File: config.mk
export PLATFORM = sky130hd
export DESIGN_NAME = int_mult_seq
export DESIGN_NICKNAME = d
export VERILOG_FILES = /design/src/rtl/int_mult_seq.sv
export SDC_FILE = /design/constraint.sdc
export NUM_CORES = 1
export LEC_CHECK = 0
export ABC_AREA = 1
export CAP_MARGIN = 20
export CORE_UTILIZATION = 40
export DETAILED_ROUTE_END_ITERATION = 10
export SLEW_MARGIN = 20
export SYNTH_ARGS = -nofsm -noshare
export SYNTH_HDL_FRONTEND = slang
export SYNTH_SLANG_ARGS = --single-unit
File: constraint.sdc
create_clock -name clk -period 19.2 [get_ports clk]
set_input_delay 1.92 -clock clk [delete_from_list [all_inputs] [get_ports clk]]
set_output_delay 1.92 -clock clk [all_outputs]
set_load 0.005 [all_outputs]
File: src/rtl/int_mult_seq.sv
// int_mult_seq: operand front-end and result retirement stage wrapped around
// the pipelined int_mult tree multiplier. Requests are converted to unsigned
// magnitudes, tracked through the fixed multiplier latency, sign-restored on
// retirement and buffered in a credit-protected output FIFO so downstream
// backpressure never stalls the free-running multiplier.
module int_mult_seq #(
    parameter int DATA_WIDTH = 32,
    parameter int MULT_LAT   = 5,
    parameter int FIFO_DEPTH = 4,
    parameter int TAG_W      = 4
) (
    input  logic                    clk,
    input  logic                    rst,
    input  logic                    in_valid,
    output logic                    in_ready,
    input  logic                    in_signed,
    input  logic [TAG_W-1:0]        in_tag,
    input  logic [DATA_WIDTH-1:0]   in_a,
    input  logic [DATA_WIDTH-1:0]   in_b,
    output logic                    mult_en,
    output logic [DATA_WIDTH-1:0]   mult_cand,
    output logic [DATA_WIDTH-1:0]   mult_plier,
    input  logic [2*DATA_WIDTH-1:0] mult_result,
    output logic                    out_valid,
    input  logic                    out_ready,
    output logic [2*DATA_WIDTH-1:0] out_result,
    output logic [TAG_W-1:0]        out_tag
);

    localparam int PW = 2 * DATA_WIDTH;
    localparam int AW = $clog2(FIFO_DEPTH);
    localparam int CW = AW + 1;

    // Credit counter: ops in the multiplier plus ops sitting in the FIFO.
    logic [CW-1:0] occ;

    logic accept;
    logic pop;
    logic push;

    logic [DATA_WIDTH-1:0] mag_a;
    logic [DATA_WIDTH-1:0] mag_b;
    logic                  neg_in;

    logic [MULT_LAT:0] trk_valid;
    logic [MULT_LAT:0] trk_neg;
    logic [TAG_W-1:0]  trk_tag [MULT_LAT+1];

    logic [PW-1:0] retire_result;

    logic [PW-1:0]    mem_result [FIFO_DEPTH];
    logic [TAG_W-1:0] mem_tag    [FIFO_DEPTH];
    logic [AW-1:0]    wr_ptr;
    logic [AW-1:0]    rd_ptr;
    logic [CW-1:0]    count;

    // Handshake decode; a pop only frees a credit from the next cycle on
    // because in_ready looks at the registered occ.
    always_comb begin
        in_ready = !rst && (occ < CW'(FIFO_DEPTH));
        mult_en  = !rst;
        accept   = in_valid && in_ready;
        out_valid = (count != '0);
        pop      = out_valid && out_ready;
        push     = trk_valid[MULT_LAT];
    end

    // Signed operands become magnitudes; the most-negative value maps to
    // 2^(W-1), which is exact as an unsigned W-bit number.
    always_comb begin
        mag_a  = in_a;
        mag_b  = in_b;
        neg_in = 1'b0;
        if (in_signed) begin
            if (in_a[DATA_WIDTH-1]) mag_a = -in_a;
            if (in_b[DATA_WIDTH-1]) mag_b = -in_b;
            neg_in = in_a[DATA_WIDTH-1] ^ in_b[DATA_WIDTH-1];
        end
    end

    // Operand registers feed the multiplier and change only on accept.
    always_ff @(posedge clk) begin
        if (rst) begin
            mult_cand  <= '0;
            mult_plier <= '0;
        end else if (accept) begin
            mult_cand  <= mag_a;
            mult_plier <= mag_b;
        end
    end

    // Credit counter: accept takes a credit, pop returns one.
    always_ff @(posedge clk) begin
        if (rst) begin
            occ <= '0;
        end else begin
            case ({accept, pop})
                2'b10:   occ <= occ + 1'b1;
                2'b01:   occ <= occ - 1'b1;
                default: occ <= occ;
            endcase
        end
    end

    // Tracking tokens shadow each op through the multiplier latency.
    always_ff @(posedge clk) begin
        if (rst) begin
            trk_valid <= '0;
            trk_neg   <= '0;
            for (int i = 0; i <= MULT_LAT; i++) trk_tag[i] <= '0;
        end else begin
            trk_valid <= {trk_valid[MULT_LAT-1:0], accept};
            trk_neg   <= {trk_neg[MULT_LAT-1:0], neg_in};
            trk_tag[0] <= in_tag;
            for (int i = 1; i <= MULT_LAT; i++) trk_tag[i] <= trk_tag[i-1];
        end
    end

    // Sign restoration of the retiring product (wraps within 2*DATA_WIDTH).
    always_comb begin
        retire_result = trk_neg[MULT_LAT] ? -mult_result : mult_result;
    end

    // Output FIFO; credits guarantee a push never lands on a full buffer.
    always_ff @(posedge clk) begin
        if (rst) begin
            wr_ptr <= '0;
            rd_ptr <= '0;
            count  <= '0;
            for (int i = 0; i < FIFO_DEPTH; i++) begin
                mem_result[i] <= '0;
                mem_tag[i]    <= '0;
            end
        end else begin
            if (push) begin
                mem_result[wr_ptr] <= retire_result;
                mem_tag[wr_ptr]    <= trk_tag[MULT_LAT];
                wr_ptr             <= wr_ptr + 1'b1;
            end
            if (pop) begin
                rd_ptr <= rd_ptr + 1'b1;
            end
            case ({push, pop})
                2'b10:   count <= count + 1'b1;
                2'b01:   count <= count - 1'b1;
                default: count <= count;
            endcase
        end
    end

    // Head of the FIFO is presented directly and stays put until popped.
    always_comb begin
        out_result = mem_result[rd_ptr];
        out_tag    = mem_tag[rd_ptr];
    end

endmodule

Word level (Yosys, flattened, before mapping)
Memories as Yosys holds them, arrays and structs flattened. A register that Yosys moved wholly into a read port is not among the register bits.
Cells that the tools add are included.

storage, ports and cells
  flip-flop bits (word level) = 86
  bits in latches = 0
  memory bits (writable) = 296
  bits in read-only memories = 0
  output and inout bits = 135
  word-level logic and storage cells = 73
  memories = 3

memories
  memory      words  width  rd ports  clocked after Yosys merged registers in  wr ports  RTL line  source
  mem_result  4      64     1         1                                        4         51        logic [PW-1:0] mem_result [FIFO_DEPTH];
  trk_tag     6      4      6         0                                        6         47        logic [TAG_W-1:0] trk_tag [MULT_LAT+1];
  mem_tag     4      4      1         1                                        4         52        logic [TAG_W-1:0] mem_tag [FIFO_DEPTH];

operators by class
  $add $sub $neg = 9
  $mul = 0
  div/mod/pow operators = 0
  $lt $le $gt $ge = 1
  equal/unequal tests = 4
  shift operators = 0
  multiplexer cells = 29
  bitwise gates (word level) = 8
  reductions and logical operators = 10

operators with widths
  cell                                                number
  2-to-1 mux 32 bit                                   4
  2-to-1 mux 64 bit                                   2
  negation 32 bit                                     2
  negation 64 bit                                     1
  OR reduction 64 bit                                 1
  2-to-1 mux 4 bit                                    7
  2-to-1 mux 2 bit                                    6
  one-hot mux 3 bit (2 select lines)                  2
  2-to-1 mux 1 bit                                    8
  adder 3 x 1 -> 3 bit (second input constant)        2
  bitwise OR 1 bit                                    6
  subtractor 3 x 1 -> 3 bit (second input constant)   2
  adder 2 x 1 -> 2 bit (second input constant)        2
  == test 2 x 1 -> 1 bit (second input constant)      2
  == test 2 bit (second input constant)               2
  nonzero test 2 bit                                  2
  OR reduction 4 bit                                  1
  logical AND 1 bit                                   3
  less-than comparator 3 bit (second input constant)  1
  nonzero test 3 bit                                  1
  OR reduction 2 bit                                  1
  zero test 1 bit                                     1
  NOT 1 bit                                           1
  XOR 1 bit                                           1

Longest topological paths before layout
Gate-level depths: netlist of the first run.

  depth in word-level cells = 5
  gate-level depth with buffers = 12
  mapped depth without buffers = 12

Least setup slack after synthesis of the first run
OpenSTA, ideal clock, no wires.

  path kind = input to register
  start = input port rst
  end = memory mem_result[3][0] (netlist bit) (enable)
  library setup time = 0.578 ns
  arrival time = 6.941 ns
  data required time = 18.622 ns
  slack = 11.681 ns
  stages = 3
  cells stage by stage = clkbuf_1 > nor2_1 > nor3_1

RTL lines
  item             RTL line  source
  start, declared  13        input logic rst,
  end, declared    51

==> results.json, run 1 <==
{
  "syn_area_per_cell_um2": 7.92,
  "nFillCells": 4605,
  "cts_made_buffers": 44,
  "r2r_cells": 8,
  "required_ns": 17.28,
  "routabilityCongestion": 0.914,
  "min_period_ns": 5.59,
  "worstPathArrival_ns": 3.67,
  "hold_class": "reg2reg",
  "drive_above_1_share_pct": 5.80,
  "slew_viol_final": 0,
  "yosysWarnings": 0,
  "grt_antenna_before_repair": 5,
  "skew_ns": 0.0220,
  "ios": 272,
  "coreArea_mm2": 0.0478,
  "yosysUniqueCellTypes": 34,
  "synth_top_family_by_area": "simple AND/OR/NAND/NOR gates",
  "dieWidth_um": 222,
  "timing.fmax_mhz": 179,
  "intPower_mw": 1.58,
  "die_area_mm2": 0.0494,
  "avgViaCountPerCell": 5.16,
  "layout_commonest_cell": "nor2_1",
  "portBuffers": 271,
  "layout_common_cells": "nor2_1 (634), nand2_1 (447), edfxtp_1 (272)",
  "synth_ff_type": "edfxtp_1",
  "maxCapViolations": 0,
  "vias": 17200,
  "clk_pin_slew_ns": 0.06,
  "synth_cells": 2451,
  "cts.sink_count": 384,
  "top_layer": "met5",
  "met3_length_um": 5190,
  "cts_setup_buffers": 0,
  "dpl.hpwl_um": 40400,
  "rows": 80,
  "cts_tree": "done",
  "initial_core_util_pct": 40.6,
  "wl_per_cell_um": 18.1,
  "wl_met2_um": 27800,
  "ys_seq_area_share_pct": 53.6,
  "tightest_slew_ns": 1.02,
  "relSlewSlack_pct": 31.5,
  "worstSkewPairLatency_ns": 0.58,
  "track_usage_pct": 24.1,
  "drtIter0Drc": 1285,
  "ys_ff_latch": 384,
  "ir_drop_uv": 67.9,
  "clkPwrFrac_pct": 38.7,
  "cts_hold_buf": 0,
  "wl_um": 60100,
  "cts.path.max_buffers": 3,
  "synthAdderAreaFrac_pct": 0.528,
  "outcome": "finished, final reports clean",
  "p_sw_share_pct": 26.4,
  "die_h_um": 222,
  "first_global_vias": 16500,
  "yosys-top-cells-area": "edfxtp_1 (42%), nor2_1 (12%), dfxtp_1 (12%)",
  "hold_depth": 2,
  "p_leak_nw": 9.50,
  "crit_type": "reg2out",
  "wl_met1_um": 25700,
  "combPwrFrac_pct": 17.1,
  "synth_nets": 2595,
  "dpl_cell_area_mm2": 0.0226,
  "drcViolationCount": 0,
  "mappedNetlistArea_mm2": 0.0194,
  "synthMuxAreaShare_pct": 0,
  "ant_nets": 0,
  "syn_to_final_growth_pct": 24.0,
  "final_cell_area_mm2": 0.0241,
  "grt_max_degree": 89,
  "start_kind": "register",
  "cts_root_buf": "clkbuf_16",
  "critPathMaxFanout": 88,
  "power_density_mw_per_mm2": 89.5,
  "synth_simple_gate_area_share_pct": 27.4,
  "multi_input_area_mm2": 0.00764,
  "rsz0062_at_grt": "false",
  "cp-end-kind": "output pin",
  "seqPwrFrac_pct": 44.2,
  "ctsResizeCount": 0,
  "htree_levels": 2,
  "yosysTopAreaCell": "edfxtp_1",
  "period_share_pct": 29.1,
  "netlist.area_leader.share_pct": 42.1,
  "synth_xor_area_share_pct": 1.22,
  "p_switching_uw": 568,
  "hold_viol": 0,
  "drtPass1Iterations": 6,
  "setup_violations": 0,
  "synthArstFlopShare_pct": 0,
  "setup-tns-final_ns": 0,
  "synth_compound_area_share_pct": 10.0,
  "grt_overflow": 0,
  "grt_pass1_wl_um": 92400,
  "regArea_mm2": 0.0104,
  "antenna_cells": 0,
  "synth-edff-count": 272,
  "nets": 2817
}
[routing by layer]
metal | vias up | track usage (%)
met2 | 543 | 39.3
met1 | 8086 | 31.3
met4 | 10 | 6.32
met5 | - | 0
met3 | 89 | 6.96
li1 | 8429 | -
[critical path, stage by stage (launching register included)]
cell             delay [ns]
dfxtp_4                0.70
clkinv_2               0.72
buf_4                  0.62
o21ai_0                0.30
o22ai_1                0.16
clkdlybuf4s50_1        0.49
[through the flow]
stage                     power (mW)  cells  util [%]  setup slack (ns)  hold slack (ns)
after floorplan                 1.13   2451         -             11.68            0.388
after global placement          1.33   3242      47.3             13.75            0.389
after detailed placement        1.34   3242      47.3             13.74            0.389
after CTS                       2.18   3324      50.3             13.49            0.394
after global routing            2.24   3324      50.3             13.28            0.404
final                           2.15   3324      50.3             13.61            0.394
[cell type report]
class,instances,share of cell area (%)
Multi-Input combinational cell,1698,31.7
Clock inverter,22,0.977
Inverter,258,4.03
Sequential cell,384,43.3
Timing Repair Buffer,287,11.7
Tap cell,615,3.20
Clock buffer,60,5.04
[power by group through the flow]
stage	clock network (mW)	logic [mW]	registers [mW]
final	0.834	0.368	0.951
after floorplan	0	0.169	0.962
after detailed placement	0	0.370	0.968
after global placement	0	0.365	0.967
after CTS	0.852	0.373	0.951
after global routing	0.884	0.405	0.955
[registers in the layout (all words and copies together), names as in the netlist, 3 cells and up, named ones only]
register and count:
count 3, mem_result 256, mem_tag 16, mult_cand 32
mult_plier 32, occ 3, trk_neg 6, trk_tag 24
trk_valid 6
[synth_stat cells, types with 4 or more instances]
cell type and number:
nor2_1 635, nand2_1 454, edfxtp_1 272, inv_1 244
o21ai_0 212, nand3_1 129, dfxtp_1 112, clkbuf_1 83
o22ai_1 68, a21oi_1 65, buf_2 21, xor2_1 21
nand4_1 19, nor2_2 18, inv_2 14, nor3_1 14
nand3b_1 9, buf_1 7, nand2_2 7, nand3_2 7
xnor2_1 6, ha_1 5, o21ai_2 5, a31oi_1 4
nor2_4 4
[cells by family after synthesis]
| kind of cell | after synthesis |
|---|---|
| AOI/OAI and AO/OA | 360 |
| adders and majority gates | 7 |
| buffers and inverters | 369 |
| xor gates and xnor gates | 27 |
| and+or+nand+nor | 1304 |
| DFF | 384 |
[final timing paths]
path / startpoint / end / slack (ns)
worst min-delay path: trk_tag[1][0] / trk_tag[2][0] / 0.39
worst min register to register: trk_tag[1][0] / trk_tag[2][0] / 0.39
worst max-delay path: register / out_result[9] / 13.61
worst max register to register: trk_valid[5] / mem_result[1][32] / 15.76
Note: power is estimated with default switching activity, not from simulation.
==> run 2: changes to the inputs <==
==> constraint.sdc (replaced) <==
create_clock -name clk -period 4.65 [get_ports clk]
set_input_delay 0.465 -clock clk [delete_from_list [all_inputs] [get_ports clk]]
set_output_delay 0.465 -clock clk [all_outputs]
set_load 0.005 [all_outputs]
==> run 2 against run 1 <==
Effect of this change:
- sequential power rose to 4.1 times the previous value
- sequential cell count unchanged
- via count shrank 0.17%
- cell count is essentially flat
- non-clock buffer count rose by 1
- core utilization grew 0.19 points
- critical endpoint unchanged
==> results.json, run 2 (synthesized netlist as in run 1, its figures left out) <==
{
  "critPathMaxFanout": 37,
  "ir_drop_uv": 262,
  "die_area_mm2": 0.0494,
  "grt_max_degree": 121,
  "worstPathArrival_ns": 3.03,
  "regArea_mm2": 0.0104,
  "cts_hold_buf": 0,
  "first_global_vias": 16600,
  "grt_busiest_layer": "met2",
  "syn_to_final_growth_pct": 24.4,
  "grtUsageMet1_pct": 34.2,
  "drcViolationCount": 0,
  "outcome": "finished, final reports clean",
  "maxCapViolations": 0,
  "wl_per_cell_um": 18.8,
  "power_density_mw_per_mm2": 372,
  "setup_violations": 0,
  "dpl.hpwl_um": 41600,
  "min_period_ns": 3.49,
  "dieWidth_um": 222,
  "use_met2_pct": 40.4,
  "drtPass1Iterations": 5,
  "ant_nets": 0,
  "timing.fmax_mhz": 287,
  "coreArea_mm2": 0.0478,
  "largest_reg_flops": 256,
  "grt_pass1_wl_um": 95800,
  "p_leak_nw": 9.55,
  "layout_common_cells": "nor2_1 (634), nand2_1 (447), edfxtp_1 (272)",
  "regMostFlops": "mem_result",
  "cts_tree": "done",
  "finalPower_mw": 8.99,
  "relSlewSlack_pct": 29.7,
  "met3_usage_pct": 5.03,
  "hold_class": "reg2reg",
  "skew_ns": 0.0167,
  "worstSkewPairLatency_ns": 0.59,
  "layout_commonest_cell": "nor2_1",
  "nets": 2818,
  "drtIter0Drc": 1378,
  "finalNonFillerCells": 3326,
  "top_regs": "mem_result: 256 flops, mult_cand: 32 flops, mult_plier: 32 flops",
  "routabilityCongestion": 0.934,
  "grt_antenna_before_repair": 4,
  "ctsResizeCount": 0,
  "hold_viol": 0,
  "vias": 17100,
  "start_kind": "register",
  "multi_input_area_mm2": 0.00767,
  "avgViaCountPerCell": 5.15,
  "cp-end-kind": "output pin",
  "htree_levels": 2,
  "rsz0062_at_grt": "false",
  "die_h_um": 222,
  "period_share_pct": 75.1,
  "rows": 80,
  "cts_made_buffers": 44,
  "place_inst": 3243,
  "wl_um": 62400,
  "nFillCells": 4627,
  "cts.sink_count": 384,
  "required_ns": 4.18,
  "setup-tns-final_ns": 0,
  "ios": 272,
  "crit_type": "reg2out",
  "portBuffers": 271,
  "tightest_slew_ns": 1.05,
  "grt_overflow": 0,
  "cts_setup_buffers": 0,
  "initial_core_util_pct": 40.6,
  "clk_pin_slew_ns": 0.06,
  "track_usage_pct": 25.1,
  "cts_root_buf": "clkbuf_16",
  "cts.path.max_buffers": 3,
  "slew_viol_final": 0,
  "drive_above_1_share_pct": 5.91
}
==> run 2: routing by layer <==
layer | up-vias | routed length (um)
met4 | 6 | 1470
met1 | 8085 | 28200
met5 | - | 35
met3 | 85 | 4290
met2 | 522 | 28400
li1 | 8429 | -
==> run 2: through the flow <==
step / util (%) / hold slack (ns) / instance area, um2 / setup slack (ns)
floorplan: - / 0.388 / 19400 / 0.657
global placement: 47.3 / 0.390 / 22600 / 1.67
detailed placement: 47.4 / 0.395 / 22700 / 1.58
CTS: 50.5 / 0.367 / 24200 / 1.13
global route: 50.5 / 0.416 / 24200 / 1.06
finish: 50.5 / 0.401 / 24200 / 1.16
==> run 2: area by class of cell <==
cell class	instances	share of cell area, %
antenna	3	0.0311
clock buffer	68	5.52
clock inverter	12	0.590
inverter	258	4.01
multi-input combinational	1698	31.8
sequential	384	43.1
tap	615	3.19
timing repair buffer	288	11.8
==> run 2: path summary, 6_finish.rpt <==
kind | startpoint | end | slack, ns | cells after the start
hold reg to reg | trk_tag[0][3] | trk_tag[1][3] | 0.40 | 2
setup / recovery | register | out_result[9] | 1.16 | 5
hold / removal | trk_tag[0][3] | trk_tag[1][3] | 0.40 | 2
setup reg to reg | trk_valid[5] | mem_result[2][15] | 2.19 | 7
==> run 2: report_power, final <==
group	leakage, nW	switching [mW]	internal (mW)
clock	0.730	1.44	2.10
sequential	3.73	0.0983	3.83
combinational	5.09	0.831	0.701
total	9.55	2.37	6.63
==> run 2: worst max-delay path, cell delays in order (launching register included) <==
cell             delay (ns)
dfxtp_2                0.32
inv_2                  0.50
buf_4                  0.52
o21ai_0                0.17
o22ai_1                0.34
clkdlybuf4s50_1        0.58
==> variant (settings of run 2) <==
Set the parameter `TAG_W` to 6 (it was 4).
--- a/src/rtl/int_mult_seq.sv
+++ b/src/rtl/int_mult_seq.sv
@@ -8,5 +8,5 @@
     parameter int MULT_LAT   = 5,
     parameter int FIFO_DEPTH = 4,
-    parameter int TAG_W      = 4
+    parameter int TAG_W      = 6
 ) (
     input  logic                    clk,
Interface: changed (resized in_tag and out_tag); port bits go from 272 to 276. The function was not compared with the original's and may differ.
==> variant against run 2 <==
  * Critical path depth shrank 1
  * Highest routed layer unchanged
  * Total power grew 1.1%
  * Wire length shrank 0.18%
  * Sequential cell count grew 20
  * Count of clock-buffer cells in the layout shrank 12
  * Register-to-register slack gained 100 ps
  * Die area grew 3.4%
  * Cell area grew 3.1%
  * Via count grew 1.3%
  * Synthesized area grew 3.4%
  * Clock power shrank 3%
  * Setup slack lost 250 ps
  * Combinational power is essentially flat
==> variant: results (changes against run 2) <==
[grt]
antenna_found_initial = 10  ; +6
track_usage = 0.245  ; -0.00639
grt_max_degree = 90  ; -26%
grt_pass1_wl_um = 95400  ; -0.39%

[synthesis]
synth_area_leaders = edfxtp_1 (42%), dfxtp_1 (12%), nor2_1 (12%)
synth_fp_nets = 2616  ; +0.81%
netlist_top_cells_count = nor2_1 (655), nand2_1 (412), edfxtp_1 (280)
async_flop_share = 0  ; unchanged
ys_types = 41  ; +21%
avgSynthCellArea_um2 = 8.13  ; +2.6%
yosysSeqAreaShare = 0.543  ; +0.00636
synth_edf_count = 280  ; +2.9%

[detailed_routing]
vias_per_cell = 5.10  ; -1.0%
first_iter_violations = 1190  ; -14%
wl_per_cell_um = 18.3  ; -2.5%
dr_total_vias = 17400  ; +1.3%
firstDrtPassIters = 5  ; unchanged

[hold_path]
hp-class = input port to register
min_to = trk_tag[4][5]
hold_start = rst

[power_and_ir_drop]
ir_drop_mv = 0.274  ; +4.3%
leakagePower_nw = 9.69  ; +1.4%
swShare = 0.259  ; -0.00351

[placed_design]
io_buffers = 275  ; +1.5%
dp.cells = 3322  ; +2.4%
place_congestion = 0.941  ; +0.78%
postPlaceCellArea_um2 = 23500  ; +3.5%
hpwl_um = 42700  ; +2.7%
place_ws_ps = 1470  ; -117 ps

[sta]
worst_pin_slew_ps = 1060  ; +4.48 ps
clock_skew_ps = 13.6  ; -3.03 ps
hold_ws_ps = 337  ; -64.6 ps

[setup_path]
regToRegSetupSlack_ps = 2290  ; +100 ps
slowest_delay_ps = 750  ; +170 ps
path_max_fanout = 89  ; +140%
cp_slowest_cell = buf_4
r2r-end = mem_result[1][50]
worstPathArrival_ps = 3280  ; +250 ps

[finish]
largest_reg_flops = 256  ; unchanged
largest_registers = mem_result: 256 flops, trk_tag: 36 flops
drive_above_1_share = 0.0636  ; +0.00447
n_fill_cell = 4783  ; +3.4%
nNetsFinal = 2850  ; +1.1%

[run_status]
status = complete, no violations

variant: metal layers:
metal  vias up  wire length [µm]  GRT usage
met5         -                71          0
met4        12              1790     0.0861
met3       110              4760     0.0571
met2       592             29900      0.415
met1      8092             25800      0.305
li1       8550                 -          -
variant: area by class of cell:
cell class / count / area, µm² / share of cell area
Multi-Input combinational cell: 1705 / 7820 / 0.314
Clock buffer: 56 / 1230 / 0.0494
Antenna cell: 4 / 10.0 / 0.000402
Tap cell: 664 / 831 / 0.0333
Inverter: 247 / 928 / 0.0373
Timing Repair Buffer: 302 / 3000 / 0.120
Sequential cell: 404 / 10900 / 0.437
Clock inverter: 24 / 200 / 0.00803
variant: how the worst max path moves through the flow:
| stage | start | endpoint | slack [ps] | cells after the start |
|---|---|---|---|---|
| after floorplan | rst | mem_result[3][0] | 610 | 5 |
| after global placement | register | out_result[21] | 1510 | 5 |
| after detailed placement | register | out_result[45] | 1470 | 5 |
| after CTS | register | out_result[45] | 860 | 5 |
| after global routing | register | out_result[47] | 660 | 5 |
| final | register | out_result[17] | 910 | 4 |
variant: kinds of logic (layout without fill, tap and decap cells):
kind of cell	Yosys count	after routing	synth area share
XOR/XNOR	34	34	0.0152
flip-flops	404	404	0.543
buffers and inverters	361	629	0.0694
adder cells (fa/ha/maj)	7	7	0.00511
AO/OA/AOI/OAI	375	375	0.101
AND/OR/NAND/NOR	1289	1289	0.267
other	0	4	0
variant: power by group through the flow:
stage                     clock network (W)  registers (W)  logic, W
after floorplan                           0        0.00416  0.000709
after CTS                           0.00352        0.00412   0.00154
final                               0.00344        0.00412   0.00153
after global routing                0.00366        0.00414   0.00168
after detailed placement                  0        0.00420   0.00153
after global placement                    0        0.00420   0.00152
